File: config.mk
export PLATFORM = sky130hd
export DESIGN_NAME = pipe_slice
export DESIGN_NICKNAME = d
export VERILOG_FILES = /design/src/rtl/pipe_slice.sv
export SDC_FILE = /design/constraint.sdc
export NUM_CORES = 1
export LEC_CHECK = 0
export BUFFER_PORTS_ARGS = -buffer_cell sky130_fd_sc_hd__buf_2
export CORE_MARGIN = 2
export CORE_UTILIZATION = 35
export CTS_CLUSTER_SIZE = 20
export DETAILED_ROUTE_END_ITERATION = 10
export GPL_TIMING_DRIVEN = 1
export SETUP_SLACK_MARGIN = 0.02
export SLEW_MARGIN = 0
export SYNTH_ARGS = -nofsm -noshare
export SYNTH_HDL_FRONTEND = slang
export SYNTH_SLANG_ARGS = --single-unit
File: constraint.sdc
create_clock -name clk -period 7.05 [get_ports clk]
set_input_delay 0.705 -clock clk [delete_from_list [all_inputs] [get_ports clk]]
set_output_delay 0.705 -clock clk [all_outputs]
set_load 0.005 [all_outputs]
File: src/rtl/pipe_slice.sv
// Valid/ready pipeline slice: MODE 0 is a single-entry pass-through stage.
// MODE 1 is a two-entry skid buffer whose ready_o comes from a register.
module pipe_slice #(
  parameter int DATA_W = 64,
  parameter int MODE   = 1,
  parameter int CNT_W  = 32
) (
  input  logic              clk,
  input  logic              rst,
  input  logic [DATA_W-1:0] data_i,
  input  logic              valid_i,
  output logic              ready_o,
  output logic [DATA_W-1:0] data_o,
  output logic              valid_o,
  input  logic              ready_i,
  input  logic              run_i,
  input  logic              flush_i,
  output logic [1:0]        occ_o,
  output logic [CNT_W-1:0]  stall_cnt_o
);

  logic              head_full_q, head_full_d;
  logic              skid_full_q, skid_full_d;
  logic [DATA_W-1:0] head_q, head_d;
  logic [DATA_W-1:0] skid_q, skid_d;
  logic [CNT_W-1:0]  stall_q, stall_d;
  logic              in_xfer, out_xfer;

  assign valid_o  = !rst && head_full_q && run_i && !flush_i;
  assign data_o   = head_q;
  assign in_xfer  = valid_i && ready_o;
  assign out_xfer = valid_o && ready_i;
  assign occ_o    = {1'b0, head_full_q} + {1'b0, skid_full_q};
  assign stall_cnt_o = stall_q;

  generate
    if (MODE == 0) begin : g_ready_pass
      assign ready_o = !rst && (!head_full_q || (run_i && ready_i));
    end else begin : g_ready_skid
      // Only the registered skid flag feeds ready_o; rst gates it off while held.
      assign ready_o = !rst && !skid_full_q;
    end
  endgenerate

  always_comb begin
    head_full_d = head_full_q;
    skid_full_d = skid_full_q;
    head_d      = head_q;
    skid_d      = skid_q;
    if (flush_i) begin
      head_full_d = 1'b0;
      skid_full_d = 1'b0;
    end else if (MODE == 0) begin
      if (in_xfer) begin
        head_d      = data_i;
        head_full_d = 1'b1;
      end else if (out_xfer) begin
        head_full_d = 1'b0;
      end
    end else begin
      if (out_xfer && skid_full_q) begin
        head_d      = skid_q;
        skid_full_d = in_xfer;
        if (in_xfer) skid_d = data_i;
      end else if (out_xfer) begin
        head_full_d = in_xfer;
        if (in_xfer) head_d = data_i;
      end else if (in_xfer) begin
        if (!head_full_q) begin
          head_d      = data_i;
          head_full_d = 1'b1;
        end else begin
          skid_d      = data_i;
          skid_full_d = 1'b1;
        end
      end
    end
  end

  always_comb begin
    stall_d = stall_q;
    if (valid_o && !ready_i && (stall_q != {CNT_W{1'b1}}))
      stall_d = stall_q + CNT_W'(1);
  end

  always_ff @(posedge clk) begin
    if (rst) begin
      head_full_q <= 1'b0;
      skid_full_q <= 1'b0;
      stall_q     <= '0;
    end else begin
      head_full_q <= head_full_d;
      skid_full_q <= skid_full_d;
      stall_q     <= stall_d;
    end
  end

  // Payload storage is deliberately left out of reset.
  always_ff @(posedge clk) begin
    head_q <= head_d;
    skid_q <= skid_d;
  end

endmodule

# After elaboration in Yosys (flattened, before gate mapping)
# Index checks and enable logic that the tools add are counted.
# word_totals
regBits,162
input_bits,70
output_inout_bits,100
word_cells,49
# classes
addsub,2
eq_ne,4
mux,15
n_bitwise,2
reduce_logical,21
# op_table
cell,count
two-way mux 64 bit,9
adder 32 x 1 -> 32 bit (second input constant),1
inequality test 32 bit (second input constant),1
logical AND 1 bit,9
two-way mux 1 bit,6
AND reduction 3 bit,2
nonzero test 2 bit,3
AND reduction 5 bit,1
zero test 1 bit,4
inequality test 3 x 1 -> 1 bit (second input constant),1
adder 1 x 1 -> 2 bit,1
inequality test 2 x 1 -> 1 bit (second input constant),1
inequality test 2 bit (second input constant),1
NOT 1 bit,2
AND reduction 2 bit,1
OR reduction 2 bit,1

# Longest topological paths before layout
# Gate-level depths: netlist of run 1.
# logic_depth
ltp_word,8
depth_mapped,7
depth_no_buf,6

# Least setup slack after synthesis of run 1
# No wires, ideal clock.
# synth_timing
path_kind,input -> register
from,input port rst
to,register skid_q[0] (enable)
setup_ps,577
arrival_ps,5760
required_time_ps,6473
path_slack_ps,713
path_stages,4
n_path_buf,1
cell_sequence,clkbuf_1 -> nor2_1 -> nand2_1 -> nor3b_1
# synth_between
elab_chain_cells,8
elab_cells_between_ends,13
classes_between,eq/ne (2); reduce/logical (11)
# synth_lines
item,line_no,source
start: declaration,9,"input logic rst,"
zero test 1 bit (*),"29, 41",
logical AND 1 bit (3 in a row),29,assign valid_o = !rst && head_full_q && run_i && !flush_i;
logical AND 1 bit,32,assign out_xfer = valid_o && ready_i;
logical AND 1 bit,61,if (out_xfer && skid_full_q) begin
inequality test 2 bit (no line) (tied with other cells),-,
AND reduction 5 bit (no line) (*),-,
end signal: assignment,101,skid_q <= skid_d;
end: declaration,25,"logic [DATA_W-1:0] skid_q, skid_d;"
# Mark *: on every way between the ends. The rest lies on a longest branch, timed or not.
# A chain may end at the register's enable or synchronous reset.

# Worst setup path in the final report of run 1
# layout_timing
from,input port rst
to,register head_q[20] (netlist: data_o[20]) (data pin)
# layout_between
elab_chain_cells,7
elab_cells_between_ends,8
classes_between,mux (2); reduce/logical (6)
# layout_lines
item,line_no,source
zero test 1 bit (*),29,
logical AND 1 bit (*) (3 in a row),29,
logical AND 1 bit (*),32,
two-way mux 64 bit / logical AND 1 bit (equally long branches),"65, 61",
two-way mux 64 bit (*),61,
end signal: assignment,100,head_q <= head_d;
end: declaration,24,"logic [DATA_W-1:0] head_q, head_d;"
# Marked as above.

==> metrics.txt, run 1 <==
Synth cell types=46; DRT Wirelength=14600 um; Iter 0 DRT Violations=319; Sw Ratio=0.213; Worst-path clk slew=0.06 ns; Peak VDD IR=142 uV; Setup Viol. Count Final=0; RSZ-0062 raised after global routing=no; CTS tree=done; post-route ant nets=0; crit end category=register; YS warnings=0; biggest area consumer among synthesized cells=edfxtp_1; Gates resized, CTS repair=0; Pins Over Slew Limit=0; most frequent cells in the layout=buf_2 (169), edfxtp_1 (128), mux2_2 (65), dfxtp_1 (34), a21oi_1 (25); clock buffer depth=2; minimum clock period=3.20 ns; drt wl/cell=17.2 um; Worst Clk Skew=0.0109 ns; critical path startpoint category=input port; relative slew slack=0.154; # rows=49; clk sink count=162; core area=18100 sq um; Worst Tran Pin Value=1.25 ns; critical path arrival=3.36 ns; Max-Cap Viols=0; outcome=finished clean; share of layout cells above drive strength 1=0.455; Seq pwr share=0.525; combinational share of power=0.036; leakage=3.05 nW; routability cong.=0.857; Hold-fix buffers, CTS=0; Root Driver=clkbuf_16; Area growth, synth to finish=25.6%; period utilisation layout=0.454; Worst EP required=7.21 ns; die area=19700 sq um; Post-Syn Area=6520 sq um; Worst Setup SP=rst; post-synthesis cell count=427; clk_lat worst skew=0.42 ns; H-Tree Depth=4; vias per inst=5.11; crit path kind=in2reg; fmax=0.312 GHz; post-DP HPWL=9620 um; Initial Util=0.360; Post-CTS Setup Repair Bufs=0; register area share after synthesis=0.694; first-pass GRT wire length=22600 um; power per cell area=244 nW/um^2; Syn Nets=499; CTS buffer count=17; GRT Resource Usage Total=0.148; Min-Delay Path Class=in2reg; Net Switching=0.000426 W; Die Y=140 um; final hold violation count=0; FF-to-FF Start=head_full_q; DRC=0; Yosys reg bits=162; I/O Pins=170; port bufs=169; DIE WIDTH=140 um; GR Overflow Total=0; power consumption=0.00200 W; clock share of power=0.438; nets@finish=674; synth top area cells=edfxtp_1 (59%), mux2_2 (11%), dfxtp_1 (10%), a21oi_1 (1.9%), o31ai_1 (1.5%); initial antenna violation count=2; synthesized area per cell=15.3 sq um; internal power=0.00157 W; vias in the first global route=4211; hold path start=data_i[62]; CP Max Fanout=64; commonest non-fill, non-tap cell in the layout=buf_2; final setup TNS=0 ns; share of the synthesized area in the top cell type=0.590; Pre-Repair DR Iteration Count=4; largest net degree at the start of global routing=65; DR vias=4321
layout make-up:
cell class / instances / area (sq um)
Sequential cell: 162 / 4520
Clock inverter: 14 / 129
Inverter: 4 / 28.8
Timing Repair Buffer: 172 / 868
Clock buffer: 18 / 429
Tap cell: 229 / 287
Multi-Input combinational cell: 245 / 1910
Fill cell: 1628 / 9900
Antenna cell: 2 / 5.00
state kept, by name, indices dropped and copies added, names as in the netlist:
name	count
skid_q	64
data_o	64
skid_full_q	1
head_full_q	1
stall_cnt_o	32
cell families (layout without fill, tap and decap cells):
logic type                 Yosys count  after routing  share of synthesized area
and+or+nand+nor                    116            116                      0.112
other                                0              2                          0
DFF                                162            162                      0.694
xor gates and xnor gates             2              2                    0.00269
AOI/OAI and AO/OA                   55             55                     0.0501
muxes                               70             70                      0.121
buffers and inverters               20            208                     0.0163
adders and majority gates            2              2                    0.00384
critical path, cell delays in order:
cell	delay, ns
buf_2	0.34
nor4bb_2	0.85
nand3_4	0.86
mux2_2	0.58
per-stage QoR:
step / worst slack, ns / cells / instance area [sq um] / hold slack [ns] / util
floorplan: 0.713 / 427 / 6520 / 0.476 / -
finish: 3.85 / 846 / 8190 / 0.471 / 0.453
detailed placement: 3.34 / 812 / 7620 / 0.491 / 0.421
global placement: 3.46 / 812 / 7620 / 0.488 / 0.421
global route: 3.62 / 845 / 8180 / 0.441 / 0.452
CTS: 3.82 / 844 / 8180 / 0.440 / 0.452
metal layers:
metal	vias up	routed length [um]	track usage
met3	11	992	0.0557
met1	2114	6590	0.198
met2	153	6890	0.224
li1	2043	-	-
met5	-	0	0
met4	0	118	0.0452
Yosys cell counts, drive strengths merged:
cell type  number
edfxtp        128
mux2           70
dfxtp          34
a21oi          25
nand2          15
nand3          14
or4            14
nand4          13
o31ai          13
nor2           12
clkbuf         11
o21ai          11
or3            11
nor4            8
and3            6
nor2b           6
and4            5
buf             5
nor3            5
inv             3
and2            2
ha              2
o311ai          2
a21boi          1
bufinv          1
nand2b          1
nor3b           1
nor4bb          1
o211ai          1
o21a            1
o31a            1
or2             1
or4b            1
xnor2           1
xor2            1
power by group through the flow:
stage / Sequential (W) / Clock, W / Combinational [W]
floorplan: 0.00108 / 0 / 0.0000286
global placement: 0.00107 / 0 / 0.0000706
detailed placement: 0.00107 / 0 / 0.0000729
CTS: 0.00105 / 0.000910 / 0.0000737
global route: 0.00105 / 0.000952 / 0.0000805
finish: 0.00105 / 0.000877 / 0.0000726
final timing paths:
check                     to  slack [ns]  depth (start not counted)
max               data_o[20]        3.85                          4
min               skid_q[62]        0.47                          1
max reg2reg       data_o[20]        4.16                          3
min reg2reg  stall_cnt_o[30]        0.51                          2
Note: power is estimated with default switching activity, not from simulation.
==> run 2: changes to the inputs <==
ABC_AREA = 1   (was not set)
clock period = 2.9 ns   (was 7.05 ns; I/O delays follow)
==> metrics.txt, run 2 <==
routability cong.=0.906; period utilisation layout=0.787; Pins Over Slew Limit=0; Buf/Inv on CP=1; clk_lat worst skew=0.42 ns; Post-Syn Area=6730 sq um; antenna cells=0; Area growth, synth to finish=25.9%; critical path arrival=2.62 ns; nets@finish=786; Root Driver=clkbuf_16; first-pass GRT wire length=24100 um; asr flop ratio synth=0; ys flop type=edfxtp_1; register area share after synthesis=0.672; vias in the first global route=4686; largest net degree at the start of global routing=65; synth top area cells=edfxtp_1 (57%), dfxtp_1 (10%), mux2_1 (8.2%), nand2_1 (5.0%), nor2_1 (4.0%); die area=20400 sq um; CP max stage cell=nand3_2; crit path kind=reg2reg; crit-path cells=ha_1 > nand2_1 > nor2_4 > nand2_2 > nor2_4 > nand3_2 > buf_4 > nand3_1 > nand2_1 > nor2_1; Synth Area in Simple Gates=0.145; M1 WL=6610 um; Top delay family on crit path=simple AND/OR/NAND/NOR gates; DR vias=4687; Post-CTS Setup Repair Bufs=0; biggest area consumer among synthesized cells=edfxtp_1; critical path startpoint category=register; share of the synthesized area in the top cell type=0.571; Setup Viol. Count Final=0; final hold violation count=0; fmax=0.438 GHz; WL met3=1200 um; Synth Area in Compound Gates=0.0292; Peak VDD IR=361 uV; post-route ant nets=0; Worst Hold Slack=0.0522 ns; power per cell area=601 nW/um^2; Worst EP required=3.24 ns; Yosys reg bits=162; post-DP HPWL=10900 um; Max-Cap Viols=0; RSZ-0062 raised after global routing=no; Worst Clk Skew=0.0108 ns; Worst path max stage delay=0.47 ns; H-Tree Depth=4; leakage=3.26 nW; post-synthesis adder-cell area fraction=0.00372; Die Y=143 um; share of layout cells above drive strength 1=0.345; most frequent cell after synthesis=edfxtp_1; crit end category=register; mux contribution to synthesized area=0.107; outcome=finished clean; clk sink count=162; clock buffer depth=2; GR Overflow Total=0; initial antenna violation count=0; Synth cell types=31; uppermost layer routed=met4; minimum clock period=2.28 ns; wire length on met2=7440 um; xor/xnor share of the synthesized area=0.00390; Post-synth top cells=edfxtp_1 (128), nand2_1 (89), nor2_1 (72); DRT Wirelength=15400 um; Pre-Repair DR Iteration Count=5; Worst Tran Pin Value=0.592 ns; combinational family with the most area after synthesis=simple AND/OR/NAND/NOR gates; Iter 0 DRT Violations=330; commonest non-fill, non-tap cell in the layout=buf_2; DRC=0; GRT Resource Usage Total=0.154; vias per inst=4.88; relative slew slack=0.603; Post-synth EDFFs=128; Worst-path clk slew=0.07 ns; Hold-fix buffers, CTS=0; post-synthesis cell count=533; # rows=50; CP Max Fanout=29; I/O Pins=170; YS warnings=0; drt wl/cell=16.1 um; synthesized area per cell=12.6 sq um; CTS buffer count=17; final setup TNS=0 ns; Initial Util=0.359; Min-Delay Path Class=in2reg; Gates resized, CTS repair=0; most frequent cells in the layout=buf_2 (169), edfxtp_1 (128), nand2_1 (89), nor2_1 (72), mux2_1 (49); CTS tree=done; DIE WIDTH=143 um; port bufs=169; Syn Nets=605; core area=18800 sq um
run 2: final cells by class:
cell class / count / area [sq um]
well taps: 234 / 293
inverters: 30 / 118
clock inverters: 14 / 188
multi-input cells: 326 / 1970
clock buffers: 18 / 429
fillers: 1741 / 10300
flip-flops and latches: 162 / 4520
repair buffers: 177 / 956
run 2: path summary, 6_finish.rpt:
check             slack, ns  cells past startpoint           start               to
setup / recovery       0.62                     10  stall_cnt_o[0]  stall_cnt_o[14]
hold / removal         0.05                      1      data_i[14]       skid_q[14]
setup reg to reg       0.62                     10  stall_cnt_o[0]  stall_cnt_o[14]
hold reg to reg        0.51                      2  stall_cnt_o[1]   stall_cnt_o[1]
run 2: logic make-up (layout without fill, tap and decap cells):
logic type                 after synthesis  after routing
AOI/OAI and AO/OA                       35             35
xor gates and xnor gates                 3              3
adders and majority gates                2              2
buffers and inverters                   45            239
DFF                                    162            162
muxes                                   64             64
and+or+nand+nor                        222            222
run 2: power breakdown:
group	switching [W]	internal, W
logic	0.0000888	0.0000842
registers	0.00000859	0.00254
clock network	0.000988	0.00139
run 2: worst reg2reg max path, cell delays in order (launching register included):
cell	delay (ns)
dfxtp_1	0.39
ha_1	0.20
nand2_1	0.10
nor2_4	0.15
nand2_2	0.10
nor2_4	0.15
nand3_2	0.47
buf_4	0.40
nand3_1	0.08
nand2_1	0.05
nor2_1	0.13
run 2: stage by stage:
step | util | setup slack (ns) | total power [W] | instance area, sq um | instances
2_1_floorplan | - | 0.0933 | 0.00267 | 6760 | 533
3_3_place_gp | 0.419 | 0.773 | 0.00277 | 7860 | 929
6_report | 0.452 | 0.618 | 0.00510 | 8470 | 961
3_5_place_dp | 0.419 | 0.648 | 0.00277 | 7860 | 929
5_1_grt | 0.452 | 0.369 | 0.00526 | 8470 | 961
4_1_cts | 0.452 | 0.642 | 0.00515 | 8470 | 961
run 2: per-layer routing:
layer  vias up  GRT usage
met1      2274      0.191
met4         0     0.0485
met2       165      0.256
met3        17     0.0486
li1       2231          -
met5         -          0
